[src/rtl/apb_reg_slave.sv]
// apb_reg_slave: APB3 completer exposing a bank of 32-bit registers.
// The last register is a read-only count of committed writes. Every transfer
// is held in PREADY-low wait states for a fixed number of access cycles, and
// illegal accesses (misaligned, out of range, or writes to the counter) are
// flagged with PSLVERR. All APB response outputs come straight from flops.
module apb_reg_slave #(
  parameter logic [31:0] BASE_ADDR   = 32'hA000,
  parameter int          NUM_REGS    = 16,
  parameter int          WAIT_CYCLES = 1
) (
  input  logic                     clk,
  input  logic                     rst_n,
  input  logic [31:0]              paddr,
  input  logic                     psel,
  input  logic                     penable,
  input  logic                     pwrite,
  input  logic [31:0]              pwdata,
  output logic [31:0]              prdata,
  output logic                     pready,
  output logic                     pslverr,
  output logic [NUM_REGS*32-1:0]   reg_out,
  output logic [NUM_REGS-1:0]      wr_pulse
);

  localparam int                IDX_W  = $clog2(NUM_REGS);
  localparam logic [31:0]       SPAN   = 32'(NUM_REGS * 4);
  localparam logic [IDX_W-1:0]  CNT_IDX = IDX_W'(NUM_REGS - 1);
  localparam logic [3:0]        WAIT_C = 4'(WAIT_CYCLES);

  typedef enum logic {IDLE, ACCESS} state_t;

  state_t            state;
  logic [3:0]        cnt;
  logic [31:0]       regs [NUM_REGS];

  logic [IDX_W-1:0]  lat_idx;
  logic              lat_write;
  logic              lat_legal;
  logic [31:0]       lat_wdata;

  logic [31:0]       off;
  logic [IDX_W-1:0]  idx_now;
  logic              legal_now;
  logic [31:0]       setup_rdata;
  logic [31:0]       access_rdata;

  // Decode the live bus address; only consumed at the SETUP edge.
  always_comb begin
    off         = paddr - BASE_ADDR;
    idx_now     = off[IDX_W+1:2];
    legal_now   = (paddr[1:0] == 2'b00) && (off < SPAN) &&
                  !(pwrite && (idx_now == CNT_IDX));
    setup_rdata = (!pwrite && legal_now) ? regs[idx_now] : 32'd0;
  end

  // Read data for the latched transfer, loaded when pready rises after waits.
  always_comb begin
    access_rdata = (!lat_write && lat_legal) ? regs[lat_idx] : 32'd0;
  end

  // Transfer FSM: latches the request at SETUP, counts wait states, commits writes.
  always_ff @(posedge clk or negedge rst_n) begin
    if (!rst_n) begin
      state     <= IDLE;
      cnt       <= 4'd0;
      lat_idx   <= '0;
      lat_write <= 1'b0;
      lat_legal <= 1'b0;
      lat_wdata <= 32'd0;
      pready    <= 1'b0;
      pslverr   <= 1'b0;
      prdata    <= 32'd0;
      wr_pulse  <= '0;
      for (int i = 0; i < NUM_REGS; i++) begin
        regs[i] <= 32'd0;
      end
    end else begin
      wr_pulse <= '0;
      case (state)
        IDLE: begin
          if (psel && !penable) begin
            state     <= ACCESS;
            cnt       <= 4'd0;
            lat_idx   <= idx_now;
            lat_write <= pwrite;
            lat_legal <= legal_now;
            lat_wdata <= pwdata;
            if (WAIT_C == 4'd0) begin
              pready  <= 1'b1;
              pslverr <= !legal_now;
              prdata  <= setup_rdata;
            end
          end
        end
        ACCESS: begin
          if (!psel) begin
            state   <= IDLE;
            pready  <= 1'b0;
            pslverr <= 1'b0;
            prdata  <= 32'd0;
          end else if (penable) begin
            if (!pready) begin
              cnt <= cnt + 4'd1;
              if ((cnt + 4'd1) == WAIT_C) begin
                pready  <= 1'b1;
                pslverr <= !lat_legal;
                prdata  <= access_rdata;
              end
            end else begin
              state   <= IDLE;
              pready  <= 1'b0;
              pslverr <= 1'b0;
              prdata  <= 32'd0;
              if (lat_write && lat_legal) begin
                regs[lat_idx]       <= lat_wdata;
                regs[NUM_REGS-1]    <= regs[NUM_REGS-1] + 32'd1;
                wr_pulse[lat_idx]   <= 1'b1;
              end
            end
          end
        end
        default: state <= IDLE;
      endcase
    end
  end

  // Flatten the register bank for downstream consumers.
  for (genvar g = 0; g < NUM_REGS; g++) begin : g_reg_out
    assign reg_out[32*g +: 32] = regs[g];
  end

endmodule
[config.mk]
export PLATFORM = sky130hd
export DESIGN_NAME = apb_reg_slave
export DESIGN_NICKNAME = d
export VERILOG_FILES = /design/src/rtl/apb_reg_slave.sv
export SDC_FILE = /design/constraint.sdc
export NUM_CORES = 1
export LEC_CHECK = 0
export CAP_MARGIN = 20
export CELL_PAD_IN_SITES_DETAIL_PLACEMENT = 1
export CELL_PAD_IN_SITES_GLOBAL_PLACEMENT = 1
export CORE_ASPECT_RATIO = 0.6
export CORE_UTILIZATION = 37
export CTS_CLUSTER_DIAMETER = 60
export DETAILED_ROUTE_END_ITERATION = 7
export PLACE_DENSITY_LB_ADDON = 0.1
export SLEW_MARGIN = 20
export SYNTH_ARGS = -nofsm -noshare
export SYNTH_HDL_FRONTEND = slang
export SYNTH_SLANG_ARGS = --single-unit
[constraint.sdc]
create_clock -name clk -period 2.2 [get_ports clk]
set_input_delay 0.44 -clock clk [delete_from_list [all_inputs] [get_ports clk]]
set_output_delay 0.44 -clock clk [all_outputs]
set_load 0.02 [all_outputs]
# ---- Yosys cells after proc, flatten, opt, wreduce, memory -nomap -nowiden
# Cells that the tools add are included.
dict set report word_totals {
  input_bits 69
  register_bits 605
  elab_cells 98
}
dict set report classes {
  n_eq_ne 8
  n_reduce_logical 18
  bitwise 2
  n_lt_le_gt_ge 5
  add_sub_neg 3
  muxes 36
}
# op count
set op_table {}
lappend op_table {{512-bit bitwise mux} 1}
lappend op_table {{32-bit two-way mux} 8}
lappend op_table {{32-bit binary-select mux with 4-bit select} 1}
lappend op_table {{32-bit demux with 4-bit select} 1}
lappend op_table {{16-bit two-way mux} 5}
lappend op_table {{32-bit by 1-bit adder with 32-bit output (second input constant)} 1}
lappend op_table {{32-bit by 7-bit < comparator with 1-bit output (second input constant)} 1}
lappend op_table {{32-bit by 16-bit subtractor with 32-bit output (second input constant)} 1}
lappend op_table {{4-bit two-way mux} 4}
lappend op_table {{1-bit two-way mux} 13}
lappend op_table {{1-bit logical AND} 8}
lappend op_table {{2-bit inequality test (second input constant)} 4}
lappend op_table {{4-bit one-hot mux with 2 select lines} 1}
lappend op_table {{5-bit >= comparator (second input constant)} 1}
lappend op_table {{4-bit by 5-bit < comparator with 1-bit output (second input constant)} 1}
lappend op_table {{5-bit by 1-bit < comparator with 1-bit output (second input constant)} 1}
lappend op_table {{4-bit inverter with 5-bit output} 1}
lappend op_table {{5-bit AND reduction} 1}
lappend op_table {{4-bit by 1-bit adder with 4-bit output (second input constant)} 1}
lappend op_table {{1-bit demux with 4-bit select} 1}
lappend op_table {{4-bit by 1-bit equality test with 1-bit output (second input constant)} 1}
lappend op_table {{4-bit equality test (second input constant)} 1}
lappend op_table {{4-bit by 1-bit >= comparator with 1-bit output (second input constant)} 1}
lappend op_table {{1-bit logical NOT} 4}
lappend op_table {{8 further kinds} 9}

# ---- Depth between registers and ports, before layout
# Gate-level depths: netlist of run 1.
dict set report depth {
  word_depth 9
  depth_mapped 9
  mapped_depth_nobuf 8
}

# ---- Worst setup path after synthesis of run 1
# No wires, ideal clock.
dict set report synth_path {
  path_type {reg-to-reg}
  startpoint {register pready}
  endpoint {register regs, in the netlist reg_out[418]}
  setup_ns 0.125
  path_stages_with_launch 9
  path_slack_ns -0.030
  arrival_time_ns 2.105
  synth_period_minus_slack_ns 2.230
  path_buffers 3
  path_cell_list {dfrtp_1 clkbuf_2 and3_1 and2_1 buf_4 nand3_2 nor3b_2 buf_4 mux2_2}
}
dict set report synth_via {
  elab_chain_len 1
}
# item line_no
set synth_rtl {}
lappend synth_rtl {{from (decl)} 19} ;# output logic pready,
lappend synth_rtl {{from (signal assigned)} 70} ;# pready <= 1'b0;
lappend synth_rtl {{from (signal assigned)} 89} ;# pready <= 1'b1;
lappend synth_rtl {{from (signal assigned)} 98} ;# pready <= 1'b0;
lappend synth_rtl {{5-bit AND reduction (no line)} -}
lappend synth_rtl {{to (signal, indexed assignment)} 115} ;# regs[lat_idx] <= lat_wdata;
lappend synth_rtl {{to (signal, indexed assignment)} 116} ;# regs[NUM_REGS-1] <= regs[NUM_REGS-1] + 32'd1;
lappend synth_rtl {{to (decl)} 34} ;# logic [31:0] regs [NUM_REGS];
# No other way between the ends.
# A chain may end at the register's enable or synchronous reset.

# ---- Worst setup path in the final report of run 1
dict set report layout_path {
  startpoint {register lat_idx[0]}
  endpoint {register prdata[4]}
}
dict set report layout_via {
  elab_chain_len 9
}
# item line_no
set layout_rtl {}
lappend layout_rtl {{from (decl)} 36} ;# logic [IDX_W-1:0] lat_idx;
lappend layout_rtl {{from (signal assigned)} 84} ;# lat_idx <= idx_now;
lappend layout_rtl {{4-bit inverter with 5-bit output (implied by the code)} 58} ;# access_rdata = (!lat_write && lat_legal) ? regs[lat_idx] : 32'd0;
lappend layout_rtl {{32-bit binary-select mux with 4-bit select} 58}
lappend layout_rtl {{32-bit two-way mux (implied by the code) (2 in a row)} 58}
lappend layout_rtl {{32-bit two-way mux} 58}
lappend layout_rtl {{32-bit two-way mux} 104} ;# if ((cnt + 4'd1) == WAIT_C) begin
lappend layout_rtl {{32-bit two-way mux} 102} ;# if (!pready) begin
lappend layout_rtl {{32-bit two-way mux} 101} ;# end else if (penable) begin
lappend layout_rtl {{32-bit two-way mux} 96} ;# if (!psel) begin
lappend layout_rtl {{to (signal assigned)} 91} ;# prdata <= setup_rdata;
lappend layout_rtl {{to (signal assigned)} 107} ;# prdata <= access_rdata;
lappend layout_rtl {{to (decl)} 18} ;# output logic [31:0] prdata,
# No other way between the ends. The select of a mux whose other input is x is not followed.

==> results of run 1 <==
-- per-stage QoR --
stage,utilization,area [µm²],worst slack [ns]
after floorplan,-,27100,-0.0300
after global placement,0.500,36000,-0.577
after detailed placement,0.500,36000,-0.620
after CTS,0.529,38100,0.000138
after global routing,0.533,38400,-0.0348
final,0.533,38400,0.0195
-- sequential cells by signal, summed over array words and instances (netlist names) --
| register | cells |
|---|---|
| pready | 1 |
| lat_idx | 4 |
| reg_out | 512 |
| cnt | 4 |
| lat_wdata | 32 |
| prdata | 32 |
| wr_pulse | 16 |
| lat_write | 1 |
| pslverr | 1 |
| state | 1 |
| lat_legal | 1 |
-- cells in the mapped netlist (6+ instances only) --
cell type	number
nor3_1	12
nor2_2	9
nand2_1	219
mux4_2	160
xor2_1	12
o2bb2ai_1	32
dfrtp_1	605
mux2_2	450
and3_1	6
nand4_1	15
clkbuf_1	73
nor2_1	17
buf_4	25
nand3_1	13
xnor2_1	23
o21ai_0	8
inv_1	49
buf_2	36
-- cell type report --
class | instances | area, µm² | area share
repair buffers | 800 | 8460 | 0.220
flip-flops and latches | 605 | 15200 | 0.395
clock buffers | 80 | 1680 | 0.0436
clock inverters | 28 | 487 | 0.0127
well taps | 975 | 1220 | 0.0318
inverters | 49 | 184 | 0.00479
multi-input cells | 1046 | 11200 | 0.292
-- power by group through the flow --
stage / clock network (mW) / registers [mW] / logic (mW)
final: 11.5 / 12.0 / 2.88
after global routing: 12.1 / 12.0 / 3.05
after CTS: 11.7 / 12.0 / 2.74
after detailed placement: 0 / 12.2 / 2.72
after global placement: 0 / 12.1 / 2.66
after floorplan: 0 / 11.7 / 1.56
-- timing repair --
item                                    CTS  global route
pin swaps                                 1             3
hold endpoints to repair                 33             0
setup buffers                             1             2
endpoints found under the setup margin   94            79
hold buffers                              1             0
gates resized for setup                  90            50
cloned                                    0             6
-- worst paths after layout --
| kind | start | to | slack, ns | depth (start not counted) |
|---|---|---|---|---|
| max | lat_idx[0]$_DFFE_PN0P_ | prdata[4]$_DFFE_PN0P_ | 0.02 | 6 |
| min | rst_n | reg_out[25]$_DFFE_PN0P_ | 0.26 | 2 |
| max reg2reg | lat_idx[0]$_DFFE_PN0P_ | prdata[4]$_DFFE_PN0P_ | 0.02 | 6 |
| min reg2reg | pslverr$_DFFE_PN0P_ | pslverr$_DFFE_PN0P_ | 0.49 | 1 |
| max in group asynchronous | rst_n | reg_out[10]$_DFFE_PN0P_ | 1.06 | 4 |
| min in group clk | pwdata[24] | lat_wdata[24]$_DFFE_PN0P_ | 0.39 | 2 |
-- critical path: stages (launching register included) --
cell and delay [ns]:
dfrtp_4 0.49, buf_12 0.20, buf_16 0.16, mux4_2 0.54, mux4_2 0.51, inv_2 0.08, o2bb2ai_2 0.06
-- kinds of logic (layout without fill, tap and decap cells) --
family / after synthesis / after routing / synth area share
mux: 617 / 617 / 0.323
flops: 605 / 605 / 0.559
simple gates: 329 / 329 / 0.0562
compound gates: 61 / 61 / 0.0182
xor+xnor: 35 / 35 / 0.0113
buf+inv: 188 / 957 / 0.0312
fa+ha+maj: 4 / 4 / 0.00185
-- metal layers --
metal	track usage	vias to the layer above	wire [µm]
met2	0.447	624	50100
met3	0.0744	149	7360
met5	0	-	13
li1	-	8099	-
met4	0.0783	2	2860
met1	0.387	10540	45600
==> flow_summary.toml, run 1 <==
[floorplanning]
die_area_mm2 = 0.0744
rows = 76
core_mm2 = 0.0721
die_x_um = 351
fp.dieH_um = 212
ios = 631
initial_utilization = 0.376

[place]
port_buffers = 630
place_inst = 3465
place_congestion = 0.841
hpwl_um = 76500

[detailed_routing]
ant_nets = 0
wl_um = 106000
firstDrtPassIters = 7
first_iter_violations = 1227
routed_via_density = 5.42
vias = 19414
wl_per_cell_um = 29.6
drc = 0

[critical_path]
worstPathArrival_ns = 2.71
cp-end-kind = "register"
cp_max_fo = 8
criticalPathCategory = "reg -> reg"
cp_data_required_time_ns = 2.73
startpoint_type = "register"

[synthesis]
ys_types = 56
synth_seq_cells = 605
ys_async_sr_fraction = 1.00
syn-num-nets = 1912
synth_edf_count = 0
ys_seq_area_frac = 0.559
syn_area_mm2 = 0.0271
synth_area_leader_cell = "dfrtp_1"
ys_warn_count = 0
ys.flop_type = "dfrtp_1"
synthTopCellsByArea = "dfrtp_1, mux2_2, mux4_2"
synth_top_area_frac = 0.559
synthCells = 1839
avgSynthCellArea_um2 = 14.7

[cells_and_area]
fin_nets = 2634
drive_gt1_frac = 0.356
fin_cells = 3583
area_growth_pct = 41.7
layout_common_cells = "dfrtp_1, clkdlybuf4s50_1, mux2_2"
n_antenna_cell = 0
fillCellCount = 7045
final_common_cell = "dfrtp_1"

[cts]
clk_latency_ns = 0.67
cts_root_buf = "clkbuf_16"
cts_tree = "built"
numCtsBuffers = 59
cts_buffer_depth = 3
h-tree-depth = 2
clock-sinks = 605
cts.clk_slew.worst_paths_ns = 0.07

[hold_path]
hold_path.class = "in -> async"

[global_route]
grt_antenna_before_repair = 2
grt_pass1_vias = 21136
grt.overflow.total = 0
grt_pass1_wl_um = 153000
grt_max_degree = 74
grt_use_total = 0.283

[sta]
worst_pin_slew_ns = 0.681
rsz0062_at_grt = "yes"
setup-violations-final = 0
drv_slew = 0
clock_skew_ns = 0.0342
holdWs_ns = 0.260
fmax_ghz = 0.459
period_minus_slack_ns = 2.18
min_period_over_period = 0.991
tns_ns = 0
hold_violations = 0
relSlewSlack = 0.546

[pwr]
pwr_density_cell_mw_per_mm2 = 686
p_clk_frac = 0.436
p_sw_frac = 0.263
internal_power_mw = 19.4
p_comb_frac = 0.109
leakage_nw = 18.2
power.switching_mw = 6.93
vdd.ir_drop.worst_uv = 629
finalPower_mw = 26.3
pwr-share-seq = 0.455

[run_status]
outcome = "finished clean"

[flow_run]
drv_cap = 0
Power figures use the tool's default switching activity.
==> run 2: changes to the inputs <==
--- a/config.mk
+++ b/config.mk
@@ -11,8 +11,10 @@
 export CORE_ASPECT_RATIO = 0.6
 export CORE_UTILIZATION = 37
 export CTS_CLUSTER_DIAMETER = 60
+export CTS_CLUSTER_SIZE = 8
 export DETAILED_ROUTE_END_ITERATION = 7
 export PLACE_DENSITY_LB_ADDON = 0.1
+export SKIP_LAST_GASP = 1
 export SLEW_MARGIN = 20
 export SYNTH_ARGS = -nofsm -noshare
 export SYNTH_HDL_FRONTEND = slang
==> flow_summary.toml, run 2 (same netlist as run 1, synthesis figures left out) <==
[cts]
clk_latency_ns = 0.63
clock-sinks = 605
cts_buffer_depth = 3
cts.clk_slew.worst_paths_ns = 0.05
cts_root_buf = "clkbuf_16"
numCtsBuffers = 85
cts_tree = "built"
h-tree-depth = 3

[pwr]
p_clk_frac = 0.444
internal_power_mw = 19.8
pwr-share-seq = 0.448
finalPower_mw = 26.8
p_comb_frac = 0.108
power.switching_mw = 7.03
vdd.ir_drop.worst_uv = 521
p_sw_frac = 0.262
leakage_nw = 17.7
pwr_density_cell_mw_per_mm2 = 695

[cells_and_area]
largest_reg_flops = 512
drive_gt1_frac = 0.351
area_growth_pct = 42.1
fin_nets = 2661
multiInputGateArea_mm2 = 0.0112
fin_cells = 3572
n_antenna_cell = 0
seq_area_mm2 = 0.0152
fillCellCount = 6990
layout_common_cells = "dfrtp_1, clkdlybuf4s50_1, mux2_2"
final_common_cell = "dfrtp_1"

[floorplanning]
fp.dieH_um = 212
rows = 76
ios = 631
die_x_um = 351
core_mm2 = 0.0721
initial_utilization = 0.376
die_area_mm2 = 0.0744

[critical_path]
r2r_slack_ns = 0.01
cp_max_fo = 8
criticalPathCategory = "reg -> reg"
startpoint_type = "register"
worstPathArrival_ns = 2.69
rr_endpoint = "prdata[6]$_DFFE_PN0P_"
cp-end-kind = "register"
worstReg2RegStart = "lat_idx[0]$_DFFE_PN0P_"
rr_worst_depth = 6
cp_data_required_time_ns = 2.70

[place]
hpwl_um = 76500
place_inst = 3465
port_buffers = 630
place_ws_ns = -0.620
place_congestion = 0.841

[detailed_routing]
firstDrtPassIters = 4
wl_per_cell_um = 29.8
routed_via_density = 5.49
drc = 0
wl_um = 107000
first_iter_violations = 1246
ant_nets = 0
vias = 19593

[sta]
min_period_over_period = 0.995
clock_skew_ns = 0.0236
setup-violations-final = 0
period_minus_slack_ns = 2.19
layout_setup_ws_ns = 0.0109
drv_slew = 0
worst_pin_slew_ns = 0.706
hold_violations = 0
relSlewSlack = 0.529
rsz0062_at_grt = "yes"
fmax_ghz = 0.457
holdWs_ns = 0.303

[global_route]
grt_use_total = 0.286
grt_pass1_wl_um = 154000
grt_antenna_before_repair = 2
grt.overflow.total = 0
grt_pass1_vias = 21340
grt_max_degree = 74

[run_status]
outcome = "finished clean"

[flow_run]
drv_cap = 0

[hold_path]
hold_path.class = "in -> async"
[run 2: what timing repair did]
| action | in CTS | in global routing |
|---|---|---|
| cloned | 0 | 6 |
| hold buffers | 1 | 0 |
| pin swaps | 0 | 2 |
| hold endpoints to repair | 33 | 0 |
| endpoints found under the setup margin | 51 | 51 |
| resized for setup | 40 | 27 |
| setup buffers | 1 | 3 |
[run 2: cell type report]
type	instances	area share
inverters	49	0.00477
well taps	975	0.0317
clock buffers	93	0.0579
flip-flops and latches	605	0.393
clock inverters	3	0.00117
multi-input cells	1046	0.291
repair buffers	801	0.220
[run 2: metal layers]
layer | global-route usage | vias to the layer above | part of all wire
met3 | 0.0726 | 181 | 0.066
met4 | 0.0940 | 2 | 0.032
li1 | - | 8144 | -
met2 | 0.441 | 657 | 0.47
met5 | 0 | - | 0.00012
met1 | 0.395 | 10609 | 0.44
[run 2: critical path, cell delays in order, from the launching register on]
cell,delay (ns)
dfrtp_4,0.49
buf_12,0.21
buf_16,0.17
mux4_2,0.55
mux4_2,0.48
inv_1,0.07
o2bb2ai_1,0.07
[run 2: metrics by stage]
| step | setup TNS [ns] | area, µm² | util |
|---|---|---|---|
| 2_1_floorplan | -0.946 | 27100 | - |
| 3_3_place_gp | -135.79 | 36000 | 0.500 |
| 3_5_place_dp | -145.14 | 36000 | 0.500 |
| 4_1_cts | 0 | 38300 | 0.531 |
| 5_1_grt | -0.0757 | 38500 | 0.535 |
| 6_report | 0 | 38500 | 0.535 |
[run 2: how the worst max path moves through the flow]
stage,cells after the start,slack (ns),end,startpoint
4_1_cts,1,0.00006,reg_out[451],reg_out[451]$_DFFE_PN0P_
3_5_place_dp,8,-0.62,reg_out[511]$_DFFE_PN0P_,psel
5_1_grt,6,-0.02,prdata[7]$_DFFE_PN0P_,lat_idx[0]$_DFFE_PN0P_
3_3_place_gp,8,-0.58,reg_out[511]$_DFFE_PN0P_,psel
2_1_floorplan,8,-0.03,reg_out[418]$_DFFE_PN0P_,pready$_DFFE_PN0P_
6_report,6,0.01,prdata[6]$_DFFE_PN0P_,lat_idx[0]$_DFFE_PN0P_
[run 2: power groups by stage]
stage,registers (mW),logic (mW),clock network (mW)
after floorplan,11.7,1.56,0
after global placement,12.1,2.66,0
after detailed placement,12.2,2.72,0
after CTS,12.0,2.73,12.2
after global routing,12.1,3.06,12.6
final,12.0,2.88,11.9
